`src/rtl/lsu_pkg.sv`:
```
// Shared encodings, FSM state type and alignment rule for the load/store unit.
package lsu_pkg;

   typedef enum logic [1:0] {
      MASK_BYTE = 2'b00,
      MASK_HALF = 2'b01,
      MASK_WORD = 2'b10,
      MASK_RSVD = 2'b11
   } mask_op_e;

   typedef enum logic [2:0] {
      ST_IDLE,
      ST_READ,
      ST_WAIT,
      ST_WRITE,
      ST_RESP
   } state_e;

   // The reserved encoding behaves as a word access.
   function automatic logic is_misaligned(input logic [1:0] mask_op, input logic [1:0] addr_lo);
      logic r;
      case (mask_op)
         MASK_BYTE: r = 1'b0;
         MASK_HALF: r = addr_lo[0];
         default:   r = (addr_lo != 2'b00);
      endcase
      return r;
   endfunction

endpackage

```
`src/rtl/lsu_lane_fmt.sv`:
```
// Lane steering: load extraction with optional sign extension, and sub-word store merge.
module lsu_lane_fmt
   import lsu_pkg::*;
(
   input  logic [1:0]  mask_op_i,
   input  logic        sign_i,
   input  logic [1:0]  addr_lo_i,
   input  logic [31:0] raw_i,
   input  logic [31:0] wdata_i,
   output logic [31:0] load_o,
   output logic [31:0] merged_o
);

   logic [7:0]  w_byte;
   logic [15:0] w_half;

   assign w_byte = raw_i[{addr_lo_i, 3'b000} +: 8];
   assign w_half = raw_i[{addr_lo_i[1], 4'b0000} +: 16];

   // NOTE: every output gets a default first so no path through the case infers a latch.
   always_comb begin
      load_o   = raw_i;
      merged_o = raw_i;
      case (mask_op_i)
         MASK_BYTE: begin
            load_o = {{24{sign_i & w_byte[7]}}, w_byte};
            merged_o[{addr_lo_i, 3'b000} +: 8] = wdata_i[7:0];
         end
         MASK_HALF: begin
            load_o = {{16{sign_i & w_half[15]}}, w_half};
            merged_o[{addr_lo_i[1], 4'b0000} +: 16] = wdata_i[15:0];
         end
         default: begin
            load_o   = raw_i;
            merged_o = wdata_i;
         end
      endcase
   end

endmodule

```
`src/rtl/lsu_ctrl.sv`:
```
// Load/store sequencer: one request at a time against a single-port synchronous data memory.
module lsu_ctrl
   import lsu_pkg::*;
#(
   parameter int MEM_LAT = 1
) (
   input  logic        clk_i,
   input  logic        rst_n_i,
   input  logic        req_valid_i,
   output logic        req_ready_o,
   input  logic        req_we_i,
   input  logic [1:0]  mask_op_i,
   input  logic        sign_i,
   input  logic [31:0] addr_i,
   input  logic [31:0] wdata_i,
   output logic        resp_valid_o,
   output logic [31:0] rdata_o,
   output logic        misalign_o,
   output logic        mem_en_o,
   output logic        mem_we_o,
   output logic [31:0] mem_addr_o,
   output logic [31:0] mem_wdata_o,
   input  logic [31:0] mem_rdata_i
);

   localparam logic [2:0] CNT_INIT = 3'(MEM_LAT - 1);

   state_e      r_state, w_next;
   logic [2:0]  r_cnt;
   logic        r_we, r_sign, r_misalign;
   logic [1:0]  r_mask;
   logic [31:0] r_addr, r_wdata, r_buf, r_rdata;

   logic        w_accept, w_mis, w_last_wait;
   logic [31:0] w_raw, w_load, w_merged;

   assign w_accept    = (r_state == ST_IDLE) && req_valid_i;
   assign w_mis       = is_misaligned(mask_op_i, addr_i[1:0]);
   assign w_last_wait = (r_state == ST_WAIT) && (r_cnt == 3'd0);
   // Loads format the word as it arrives; stores merge into the buffered copy.
   assign w_raw       = (r_state == ST_WRITE) ? r_buf : mem_rdata_i;

   lsu_lane_fmt u_fmt (
      .mask_op_i (r_mask),
      .sign_i    (r_sign),
      .addr_lo_i (r_addr[1:0]),
      .raw_i     (w_raw),
      .wdata_i   (r_wdata),
      .load_o    (w_load),
      .merged_o  (w_merged)
   );

   // NOTE: sequential state uses non-blocking assignments only, so every register samples pre-edge values.
   always_ff @(posedge clk_i or negedge rst_n_i) begin
      if (!rst_n_i) begin
         r_state    <= ST_IDLE;
         r_cnt      <= '0;
         r_we       <= 1'b0;
         r_sign     <= 1'b0;
         r_mask     <= '0;
         r_addr     <= '0;
         r_wdata    <= '0;
         r_buf      <= '0;
         r_rdata    <= '0;
         r_misalign <= 1'b0;
      end else begin
         r_state <= w_next;
         if (w_accept) begin
            r_we       <= req_we_i;
            r_mask     <= mask_op_i;
            r_sign     <= sign_i;
            r_addr     <= addr_i;
            r_wdata    <= wdata_i;
            r_misalign <= w_mis;
         end
         if (r_state == ST_READ)
            r_cnt <= CNT_INIT;
         else if (r_state == ST_WAIT && r_cnt != 3'd0)
            r_cnt <= r_cnt - 3'd1;
         if (w_last_wait) begin
            r_buf <= mem_rdata_i;
            if (!r_we)
               r_rdata <= w_load;
         end
         if (r_state == ST_RESP)
            r_misalign <= 1'b0;
      end
   end

   // Memory strobes decode the state directly, so an asserted reset silences them at once.
   always_comb begin
      w_next      = r_state;
      req_ready_o = 1'b0;
      mem_en_o    = 1'b0;
      mem_we_o    = 1'b0;
      mem_addr_o  = '0;
      mem_wdata_o = '0;
      case (r_state)
         ST_IDLE: begin
            req_ready_o = rst_n_i;
            if (req_valid_i) begin
               if (w_mis)
                  w_next = ST_RESP;
               else if (req_we_i && mask_op_i[1])
                  w_next = ST_WRITE;
               else
                  w_next = ST_READ;
            end
         end
         ST_READ: begin
            mem_en_o   = 1'b1;
            mem_addr_o = {r_addr[31:2], 2'b00};
            w_next     = ST_WAIT;
         end
         ST_WAIT: begin
            mem_addr_o = {r_addr[31:2], 2'b00};
            if (r_cnt == 3'd0)
               w_next = r_we ? ST_WRITE : ST_RESP;
         end
         ST_WRITE: begin
            mem_en_o    = 1'b1;
            mem_we_o    = 1'b1;
            mem_addr_o  = {r_addr[31:2], 2'b00};
            mem_wdata_o = w_merged;
            w_next      = ST_RESP;
         end
         ST_RESP: begin
            mem_addr_o = {r_addr[31:2], 2'b00};
            w_next     = ST_IDLE;
         end
         default: w_next = ST_IDLE;
      endcase
   end

   assign resp_valid_o = (r_state == ST_RESP);
   assign misalign_o   = r_misalign;
   // Store and fault completions report zero without disturbing the last loaded value.
   assign rdata_o      = (resp_valid_o && (r_we || r_misalign)) ? 32'h0 : r_rdata;

endmodule

```
`config.mk`:
```
export PLATFORM = sky130hd
export DESIGN_NAME = lsu_ctrl
export DESIGN_NICKNAME = d
export VERILOG_FILES = /design/src/rtl/lsu_pkg.sv /design/src/rtl/lsu_lane_fmt.sv /design/src/rtl/lsu_ctrl.sv
export SDC_FILE = /design/constraint.sdc
export NUM_CORES = 1
export LEC_CHECK = 0
export CORE_MARGIN = 4
export CORE_UTILIZATION = 51
export CTS_BUF_LIST = sky130_fd_sc_hd__clkbuf_2 sky130_fd_sc_hd__clkbuf_4 sky130_fd_sc_hd__clkbuf_8
export DETAILED_ROUTE_END_ITERATION = 7
export GPL_ROUTABILITY_DRIVEN = 0
export PLACE_DENSITY_LB_ADDON = 0.3
export SYNTH_ARGS = -nofsm -noshare
export SYNTH_HDL_FRONTEND = slang
export SYNTH_SLANG_ARGS = --single-unit
```
`constraint.sdc`:
```
create_clock -name clk_i -period 3.1 [get_ports clk_i]
set_clock_uncertainty 0.2 [all_clocks]
set_input_delay 0.465 -clock clk_i [delete_from_list [all_inputs] [get_ports clk_i]]
set_output_delay 0.465 -clock clk_i [all_outputs]
set_load 0.1 [all_outputs]
```
==> flow_summary.yaml, run 1 <==
synth:
  yosysTopAreaCell: "dfrtp_1"
  syn_inst: 958
  async_reset_ff_frac: 1.000
  yosysMostFrequentCell: "nand2_1"
  synth.distinct_cells: 45
  synthFlopType: "dfrtp_1"
  syn_avg_cell_area_um2: 8.466
  synth_edf_count: 0
  yosysSeqAreaShare: 0.4289
  ys_ff_latch: 139
  synth_top_area_share: 0.4289
  syn_area_um2: 8110
  synthTopCellsByArea: "dfrtp_1 (43%), nand2_1 (12%), mux2i_1 (5.4%), mux2_2 (4.9%), o21ai_0 (4.1%)"
  synth_warnings: 0
  yosys-top-cells-count: "nand2_1 (265), dfrtp_1 (139), o21ai_0 (67), a21oi_1 (65), mux2i_1 (44)"
sta:
  hold_viol: 0
  slew_violations: 0
  max_slew_margin: 0.4129
  timing.final.ws_setup_ps: -196.7
  period_share: 1.063
  max_freq_ghz: 0.3033
  setup_violations: 26
  rsz0062_at_grt: "true"
  worst_slew_pin_slew_ps: 877.5
  setup_tns_ps: -2317
  timing.final.crit_period_ps: 3297
setup_path:
  cp_data_arrival_time_ps: 2630
  crit_end: "mem_wdata_o[24]"
  crit_chain: "clkinv_4 > ha_4 > nor4bb_2 > buf_4 > nand2_1 > o21ai_0 > a221oi_2 > nor2_4 > buf_12"
  cp_data_required_time_ps: 2430
  r2r_end: "r_rdata[4]$_DFFE_PN0P_"
  r2r_slack_ps: 200
  cp_num_cells: 9
  cp_max_fo: 8
  cp-end-kind: "output pin"
  crit_buf_inv: 3
  critPathLaunchType: "flip-flop"
  path_class: "flip-flop to output pin"
  crit_start: "r_addr[1]$_DFFE_PN0P_"
  timing.rr.start: "r_state[2]$_DFFE_PN0P_"
  crit_slowest_cell: "dfrtp_2"
  critical-path-top-delay-family: "simple AND/OR/NAND/NOR gates"
  slowest_delay_ps: 450
  reg2reg_depth: 7
drt:
  vias_per_cell: 6.260
  wl_per_cell_um: 22.32
  highest_layer: "met4"
  drc: 0
  vias: 8783
  antenna_left: 0
  wl_met1_mm: 10.67
  first_iter_violations: 1492
  drt-total-wl_mm: 31.31
  firstDrtPassIters: 8
  wl_met2_mm: 13.83
  met3_wirelength_mm: 4.270
final_layout:
  drive_gt1_frac: 0.2874
  syn2layout_area_growth_pct: 58.13
  final_nets: 1289
placement:
  place_ws_ps: 238.4
  port_buffers: 201
  dp_hpwl_mm: 19.97
clocking:
  cts_tree: "yes"
  clk_latency_ps: 460
  numCtsBuffers: 17
  clockBufferDepth: 2
  h-tree-depth: 4
  clockRootBuffer: "clkbuf_8"
  cts_sinks: 139
  clkTransAtPathRegs_ps: 70
global_routing:
  globalRouteTotalUtil: 0.3170
  grt_pass1_vias: 8293
  grt_max_degree: 67
  grt.overflow.total: 0
  antenna_found_initial: 1
  grt_pass1_wl_mm: 44.66
floorplanning:
  core_region_area_um2: 15370
  rows: 45
  ios: 204
  dieArea_um2: 17980
  die_w_um: 134.1
  start_util: 0.5276
  die_height_um: 134.1
hold_path:
  min_path_type: "flip-flop to flip-flop"
status:
  violations: "setup timing"
  status: "finished with violations"
flow_run:
  max_cap_violations: 0
## metrics by stage
step	hold slack, ps	std cells	area [µm²]	util
floorplan	-30.59	959	8627	-
global placement	197.2	1353	11940	0.7765
finish	267.5	1403	12820	0.8344
CTS	271.4	1395	12630	0.8216
global route	292.1	1402	12820	0.8342
detailed placement	198.7	1353	11940	0.7765
## cell usage in the layout, fill, tap and decap left out, types with 14 or more instances in the layout
cell type	n
a21oi_1	58
mux2_2	35
o22ai_1	15
nor2b_1	36
a221oi_2	17
nand2_1	259
dfrtp_1	133
o21ai_0	49
buf_12	99
clkdlybuf4s50_1	101
inv_1	15
nor2_1	29
o21ai_1	14
buf_4	60
a211oi_1	17
mux2i_1	37
clkbuf_8	18
and2_1	32
## how the worst min path moves through the flow
| stage | from | end | slack [ps] | cells past startpoint |
|---|---|---|---|---|
| 2_1_floorplan | rst_n_i | misalign_o$_DFFE_PN0P_ | -30 | 0 |
| 3_3_place_gp | rst_n_i | r_we$_DFFE_PN0P_ | 200 | 1 |
| 3_5_place_dp | rst_n_i | r_we$_DFFE_PN0P_ | 200 | 1 |
| 4_1_cts | r_addr[4]$_DFFE_PN0P_ | r_addr[4]$_DFFE_PN0P_ | 270 | 2 |
| 5_1_grt | r_addr[2]$_DFFE_PN0P_ | r_addr[2]$_DFFE_PN0P_ | 290 | 2 |
| 6_report | r_addr[10]$_DFFE_PN0P_ | r_addr[10]$_DFFE_PN0P_ | 270 | 2 |
## final cells by class
class                   count  area [µm²]
multi-input cells         730        5006
well taps                 211       264.0
inverters                  20       93.84
flip-flops and latches    139        3488
clock inverters             8       120.1
fillers                   809        2546
clock buffers              22       277.8
repair buffers            271        3570
diodes                      2       5.005
## worst reg2reg max path, delay by kind of cell, from the launching register on
kind,cells,cell delay (ps)
simple gates,3,1300
flops,1,380
compound gates,2,550
buf+inv,2,330
## repair_timing
item,in CTS,in global routing
endpoints found under the hold margin,37,0
cloned,1,0
resized for setup,43,47
hold buffers,1,0
setup buffers,10,7
setup endpoints to repair,62,63
pin swaps,14,11
## flip-flops by register name, indices dropped and copies added (netlist names), 2 cells and up
signal and count:
r_mask 2, r_addr 32, r_buf 32, r_wdata 32
r_state 3, r_rdata 32, r_cnt 3
## cell families after synthesis
kind of cell / Yosys count / synth area share
buffers and inverters: 91 / 0.05091
XOR/XNOR: 3 / 0.003240
AO/OA/AOI/OAI: 226 / 0.1726
flip-flops: 139 / 0.4289
other: 1 / 0.0004624
AND/OR/NAND/NOR: 411 / 0.2274
multiplexers: 80 / 0.1057
adder cells (fa/ha/maj): 7 / 0.01080
## routing by layer
layer,global-route usage,vias to the layer above
met5,0,-
li1,-,3734
met1,0.3861,4016
met2,0.4930,793
met4,0.1912,0
met3,0.1020,240
Power of run 1 is not shown: default switching activity piles up to over one toggle a cycle in this logic, so the estimate is an artifact.
==> inputs of run 2 (changes only) <==
--- a/config.mk
+++ b/config.mk
@@ -5,8 +5,9 @@
 export SDC_FILE = /design/constraint.sdc
 export NUM_CORES = 1
 export LEC_CHECK = 0
-export CORE_MARGIN = 4
-export CORE_UTILIZATION = 51
+export ABC_AREA = 1
+export CORE_MARGIN = 2
+export CORE_UTILIZATION = 52
 export CTS_BUF_LIST = sky130_fd_sc_hd__clkbuf_2 sky130_fd_sc_hd__clkbuf_4 sky130_fd_sc_hd__clkbuf_8
 export DETAILED_ROUTE_END_ITERATION = 7
 export GPL_ROUTABILITY_DRIVEN = 0
==> run 2 against run 1 <==
The run ends with DRC left. Critical endpoint is now mem_wdata_o[23]. Clock-buffer cell count shrank 3. Sequential cell count is the same. Synthesized cell count is 27% higher.
==> flow_summary.yaml, run 2 <==
status:
  status: "finished with violations"
  violations: "DRC"
synth:
  yosysTopAreaCell: "dfrtp_1"
  synthFlopType: "dfrtp_1"
  ys_ff_latch: 139
  synth.distinct_cells: 33
  synthTopCellsByArea: "dfrtp_1 (42%), nand2_1 (17%), o21ai_0 (8.3%), inv_1 (7.2%), a21oi_1 (5.0%)"
  syn_inst: 1215
  synth_top_area_share: 0.4187
  async_reset_ff_frac: 1.000
  synth_warnings: 0
  syn_area_um2: 8307
  yosysMostFrequentCell: "nand2_1"
  yosys-top-cells-count: "nand2_1 (375), inv_1 (160), dfrtp_1 (139), o21ai_0 (138), a21oi_1 (83)"
  yosysSeqAreaShare: 0.4187
  synth_edf_count: 0
  syn_avg_cell_area_um2: 6.837
setup_path:
  r2r_end: "r_rdata[9]$_DFFE_PN0P_"
  cp_data_required_time_ps: 2430
  reg2reg_depth: 12
  critical-path-top-delay-family: "compound AO/OA/AOI/OAI gates"
  timing.rr.start: "r_state[2]$_DFFE_PN0P_"
  r2r_slack_ps: 590
  path_class: "flip-flop to output pin"
  crit_buf_inv: 3
  cp_data_arrival_time_ps: 2370
  path_common_cell: "inv_1"
  crit_slowest_cell: "dfrtp_1"
  cp-end-kind: "output pin"
  slowest_delay_ps: 360
  cp_max_fo: 8
  critPathLaunchType: "flip-flop"
  crit_chain: "inv_1 > ha_4 > inv_1 > nor2_4 > nand3_1 > a21oi_1 > o21ai_1 > a31oi_4 > buf_12"
flow_run:
  max_cap_violations: 0
floorplanning:
  ios: 204
  rows: 46
  core_region_area_um2: 15770
  die_w_um: 130.4
  dieArea_um2: 17000
  start_util: 0.5267
  die_height_um: 130.4
clocking:
  clockRootBuffer: "clkbuf_8"
  cts_sinks: 139
  numCtsBuffers: 17
  h-tree-depth: 4
  cts_tree: "yes"
  clockBufferDepth: 2
  clkTransAtPathRegs_ps: 80
  clk_latency_ps: 470
global_routing:
  grt_pass1_wl_mm: 43.80
  grt.overflow.total: 0
  globalRouteTotalUtil: 0.3375
  grt_pass1_vias: 8667
  grt_max_degree: 140
  antenna_found_initial: 1
hold_path:
  hold_start: "r_buf[15]$_DFFE_PN0P_"
  min_path_type: "flip-flop to flip-flop"
  hold_depth: 2
  hold-path-endpoint: "r_buf[15]$_DFFE_PN0P_"
drt:
  drt-total-wl_mm: 28.22
  vias_per_cell: 5.574
  antenna_left: 0
  drc: 14
  met3_wirelength_mm: 3.418
  wl_met2_mm: 12.77
  wl_met1_mm: 10.06
  vias: 9092
  firstDrtPassIters: 8
  wl_per_cell_um: 17.30
  first_iter_violations: 1053
  highest_layer: "met4"
placement:
  dp_hpwl_mm: 19.96
  port_buffers: 201
  dpl_cell_area_um2: 11290
  dp.cells: 1585
final_layout:
  stdcell_count: 1631
  final_nets: 1512
  layout_common_cells: "nand2_1 (374), inv_1 (157), dfrtp_1 (136)"
  nFillCells: 1193
  postLayoutCellArea_um2: 11950
  syn2layout_area_growth_pct: 43.91
  multi_input_area_um2: 4304
  drive_gt1_frac: 0.2035
  mostFrequentLayoutCell: "nand2_1"
  antenna_cells: 0
  seq_area_um2: 3482
  final_util: 0.7580
power_and_ir_drop:
  ir_drop_uv: 913.9
  p_per_area_nw_per_um2: 1232
  leakage_nw: 5.802
sta:
  slew_violations: 0
  hold_viol: 0
  period_share: 0.9783
  max_slew_margin: 0.4763
  setup_tns_ps: 0
  max_freq_ghz: 0.3297
  setup_violations: 0
  timing.final.crit_period_ps: 3033
  worst_slew_pin_slew_ps: 785.6
-- run 2: cell count changes after synthesis, sizes merged, moves of 18 or more --
cell,previous run,this run
o21ai,67,171
inv,16,166
mux2i,44,0
a21oi,65,83
nor2b,36,0
nand3,11,38
nand2,265,376
nor2,39,72
and2,33,0
a211oi,28,1
mux2,35,0
a221oi,22,0
-- run 2: worst max path at each step --
stage	from	end	slack, ps	cells after the start
final	r_addr[1]$_DFFE_PN0P_	mem_wdata_o[23]	70	9
after global routing	r_addr[1]$_DFFE_PN0P_	mem_wdata_o[22]	-10	8
after detailed placement	r_addr[1]$_DFFE_PN0P_	mem_wdata_o[31]	340	7
after CTS	r_addr[0]$_DFFE_PN0P_	mem_wdata_o[22]	30	8
after global placement	mem_rdata_i[30]	mem_wdata_o[30]	400	6
after floorplan	r_state[0]$_DFFE_PN0P_	mem_addr_o[10]	-290	6
-- run 2: kinds of logic (layout without fill, tap and decap cells) --
group	Yosys count	in the layout	synth area share
simple gates	522	523	0.2586
compound gates	298	298	0.1922
buf+inv	248	446	0.1194
flops	139	139	0.4187
fa+ha+maj	7	7	0.01054
other cells	1	2	0.0004514
-- run 2: metal layers --
layer / vias to the layer above / global-route usage
met2: 585 / 0.5180
met4: 0 / 0.2397
met1: 4125 / 0.4055
met5: - / 0
li1: 4233 / -
met3: 149 / 0.1050
-- run 2: layout make-up --
class	count	area share
Clock buffer	19	0.02135
Clock inverter	13	0.01580
Inverter	171	0.05401
Multi-Input combinational cell	830	0.3601
Sequential cell	139	0.2913
Tap cell	216	0.02261
Timing Repair Buffer	242	0.2342
Timing Repair inverter	1	0.0006280
-- run 2: worst min-delay path: stages, from the launching register on --
cell and delay, ps:
dfrtp_1 350, nand2_1 50, nand2_1 50
-- run 2: power by group --
group	leakage (nW)	internal, mW	switching (mW)
registers	1.70	2.68	0.547
logic	3.88	2.66	7.17
clock network	0.220	0.913	0.759
-- run 2: stage by stage --
step                      power (mW)  hold slack (ps)  setup slack, ps
after floorplan                10.17           -30.59           -286.6
after CTS                      14.48            280.1            30.10
after global routing           15.51            305.0           -12.23
after global placement         12.49            255.0            398.7
final                          14.73            282.5            67.32
after detailed placement       12.67            259.5            343.9
-- run 2: timing repair --
item,in CTS,in global routing
pin swaps,2,4
setup endpoints to repair,20,30
hold buffers,1,0
resized for setup,12,19
hold endpoints to repair,139,0
cloned,1,1
buffers inserted,6,5
Note: power is estimated with default switching activity, not from simulation.
==> inputs of run 3 (changes only) <==
--- a/config.mk
+++ b/config.mk
@@ -15,3 +15,4 @@
 export SYNTH_ARGS = -nofsm -noshare
 export SYNTH_HDL_FRONTEND = slang
 export SYNTH_SLANG_ARGS = --single-unit
+export TNS_END_PERCENT = 1
==> run 3 against run 2 <==
The run ends with DRC, setup timing left. Sequential cell count unchanged. Clock-buffer cell count unchanged. Maximum frequency decreased by 2.7%. Largest power group unchanged.
==> flow_summary.yaml, run 3 (same netlist as run 2, synthesis figures left out) <==
placement:
  place_ws_ps: 199.5
  port_buffers: 201
  dp.cells: 1583
  dp_hpwl_mm: 19.42
sta:
  rsz0062_at_grt: "true"
  timing.final.crit_period_ps: 3117
  hold_viol: 0
  max_slew_margin: 0.5044
  timing.final.ws_setup_ps: -16.73
  period_share: 1.005
  setup_tns_ps: -19.06
  slew_violations: 0
  max_freq_ghz: 0.3208
  worst_slew_pin_slew_ps: 743.3
  setup_violations: 2
  hold_ws_ps: 284.1
drt:
  vias_per_cell: 5.584
  firstDrtPassIters: 8
  vias: 9074
  drc: 9
  drt-total-wl_mm: 27.87
  first_iter_violations: 1103
  wl_per_cell_um: 17.15
  antenna_left: 0
floorplanning:
  die_w_um: 130.4
  start_util: 0.5267
  ios: 204
  die_height_um: 130.4
  rows: 46
  core_region_area_um2: 15770
  dieArea_um2: 17000
status:
  status: "finished with violations"
  violations: "DRC, setup timing"
setup_path:
  critPathLaunchType: "flip-flop"
  path_class: "flip-flop to output pin"
  cp_max_fo: 10
  timing.rr.start: "r_state[2]$_DFFE_PN0P_"
  cp_data_required_time_ps: 2430
  cp_data_arrival_time_ps: 2450
  r2r_slack_ps: 840
  cp-end-kind: "output pin"
  reg2reg_depth: 11
  r2r_end: "r_rdata[9]$_DFFE_PN0P_"
power_and_ir_drop:
  ir_drop_uv: 1030
  leakage_nw: 5.826
  clkPwrFrac: 0.121
  p_comb_frac: 0.662
  p_per_area_nw_per_um2: 1233
  p_seq_frac: 0.217
  swShare: 0.5673
  internal_power_mw: 6.395
  p_sw_mw: 8.383
clocking:
  cts_tree: "yes"
  cts_sinks: 139
  clkTransAtPathRegs_ps: 80
  clockRootBuffer: "clkbuf_8"
  numCtsBuffers: 17
  clk_latency_ps: 470
  clockBufferDepth: 2
  h-tree-depth: 4
final_layout:
  final_util: 0.7599
  stdcell_count: 1625
  drive_gt1_frac: 0.2060
  mostFrequentLayoutCell: "nand2_1"
  nFillCells: 1170
  final_nets: 1506
  layout_common_cells: "nand2_1 (371), inv_1 (157), o21ai_0 (137)"
  syn2layout_area_growth_pct: 44.27
global_routing:
  antenna_found_initial: 0
  grt_pass1_vias: 8433
  grt_pass1_wl_mm: 43.24
  grt_max_degree: 140
  grt.overflow.total: 0
  globalRouteTotalUtil: 0.3313
hold_path:
  min_path_type: "flip-flop to flip-flop"
  hold_depth: 2
  hold-path-endpoint: "r_rdata[15]$_DFFE_PN0P_"
  hold_start: "r_rdata[15]$_DFFE_PN0P_"
flow_run:
  max_cap_violations: 0
==> run 3: changes by cell type in the layout (fill, tap and decap cells not counted), moves of 3 or more <==
cell     previous run  this run
buf_6               4         1
buf_12             57        61
o21ai_1            33        20
a31oi_4             9         5
a31oi_2             0         4
nor2_2             35        39
o21ai_0           133       137
inv_6               3         0
nand2_1           374       371
o21ai_2             5        12
nor2_4             16        11
nand2_2             2         5
buf_4              79        70
==> run 3: power groups by stage <==
stage	clock network (mW)	registers (mW)	logic, mW
4_1_cts	1.78	3.17	9.55
3_5_place_dp	0	3.18	9.38
2_1_floorplan	0	3.06	7.03
5_1_grt	1.86	3.28	10.4
3_3_place_gp	0	3.14	9.23
6_report	1.78	3.21	9.79
==> run 3: cell type report <==
cell class                      count  area, µm²  share of cell area
Antenna cell                        1      2.502           0.0002088
Multi-Input combinational cell    830       4280              0.3572
Clock buffer                       19      255.2             0.02130
Inverter                          171      648.1             0.05408
Tap cell                          216      270.3             0.02255
Sequential cell                   139       3482              0.2906
Timing Repair Buffer              236       2818              0.2351
Timing Repair inverter              1      7.507           0.0006264
Clock inverter                     12      220.2             0.01838
==> run 3: metrics by stage <==
stage               power [mW]  area (µm²)
floorplan                10.08        8598
global placement         12.36       11230
detailed placement       12.56       11230
CTS                      14.50       11850
global route             15.54       11980
finish                   14.78       11980
==> run 3: how the worst max path moves through the flow <==
stage                           start               to  slack, ps  cells after the start
6_report       r_state[2]$_DFFE_PN0P_  mem_wdata_o[25]        -20                      7
5_1_grt        r_state[0]$_DFFE_PN0P_  mem_wdata_o[16]        -50                     11
4_1_cts         r_addr[0]$_DFFE_PN0P_  mem_wdata_o[23]        -40                      9
3_5_place_dp    r_addr[0]$_DFFE_PN0P_  mem_wdata_o[23]        200                      9
3_3_place_gp    r_addr[0]$_DFFE_PN0P_  mem_wdata_o[23]        240                      9
2_1_floorplan  r_state[0]$_DFFE_PN0P_   mem_addr_o[10]       -290                      6
==> run 3: timing repair <==
action / CTS / global route
hold buffers: 1 / 0
pin swaps: 1 / 0
gates cloned: 2 / 1
buffers inserted: 4 / 2
hold endpoints to repair: 139 / 0
setup endpoints to repair: 27 / 32
resized for setup: 25 / 18
==> run 3: metal layers <==
metal,wire length (µm),share of wire,track usage,vias to the layer above
met4,1560,0.056,0.1596,0
met5,0,0,0,-
li1,-,-,-,4218
met1,10080,0.36,0.4066,4143
met2,12660,0.45,0.5263,571
met3,3561,0.13,0.1160,142
==> run 3: worst max-delay path, stage by stage, from the launching register on <==
cell and delay (ps):
dfrtp_2 460, inv_4 120, nand3_4 170, buf_12 200, o21ai_2 360, o21ai_0 190, a31oi_2 270, buf_12 210
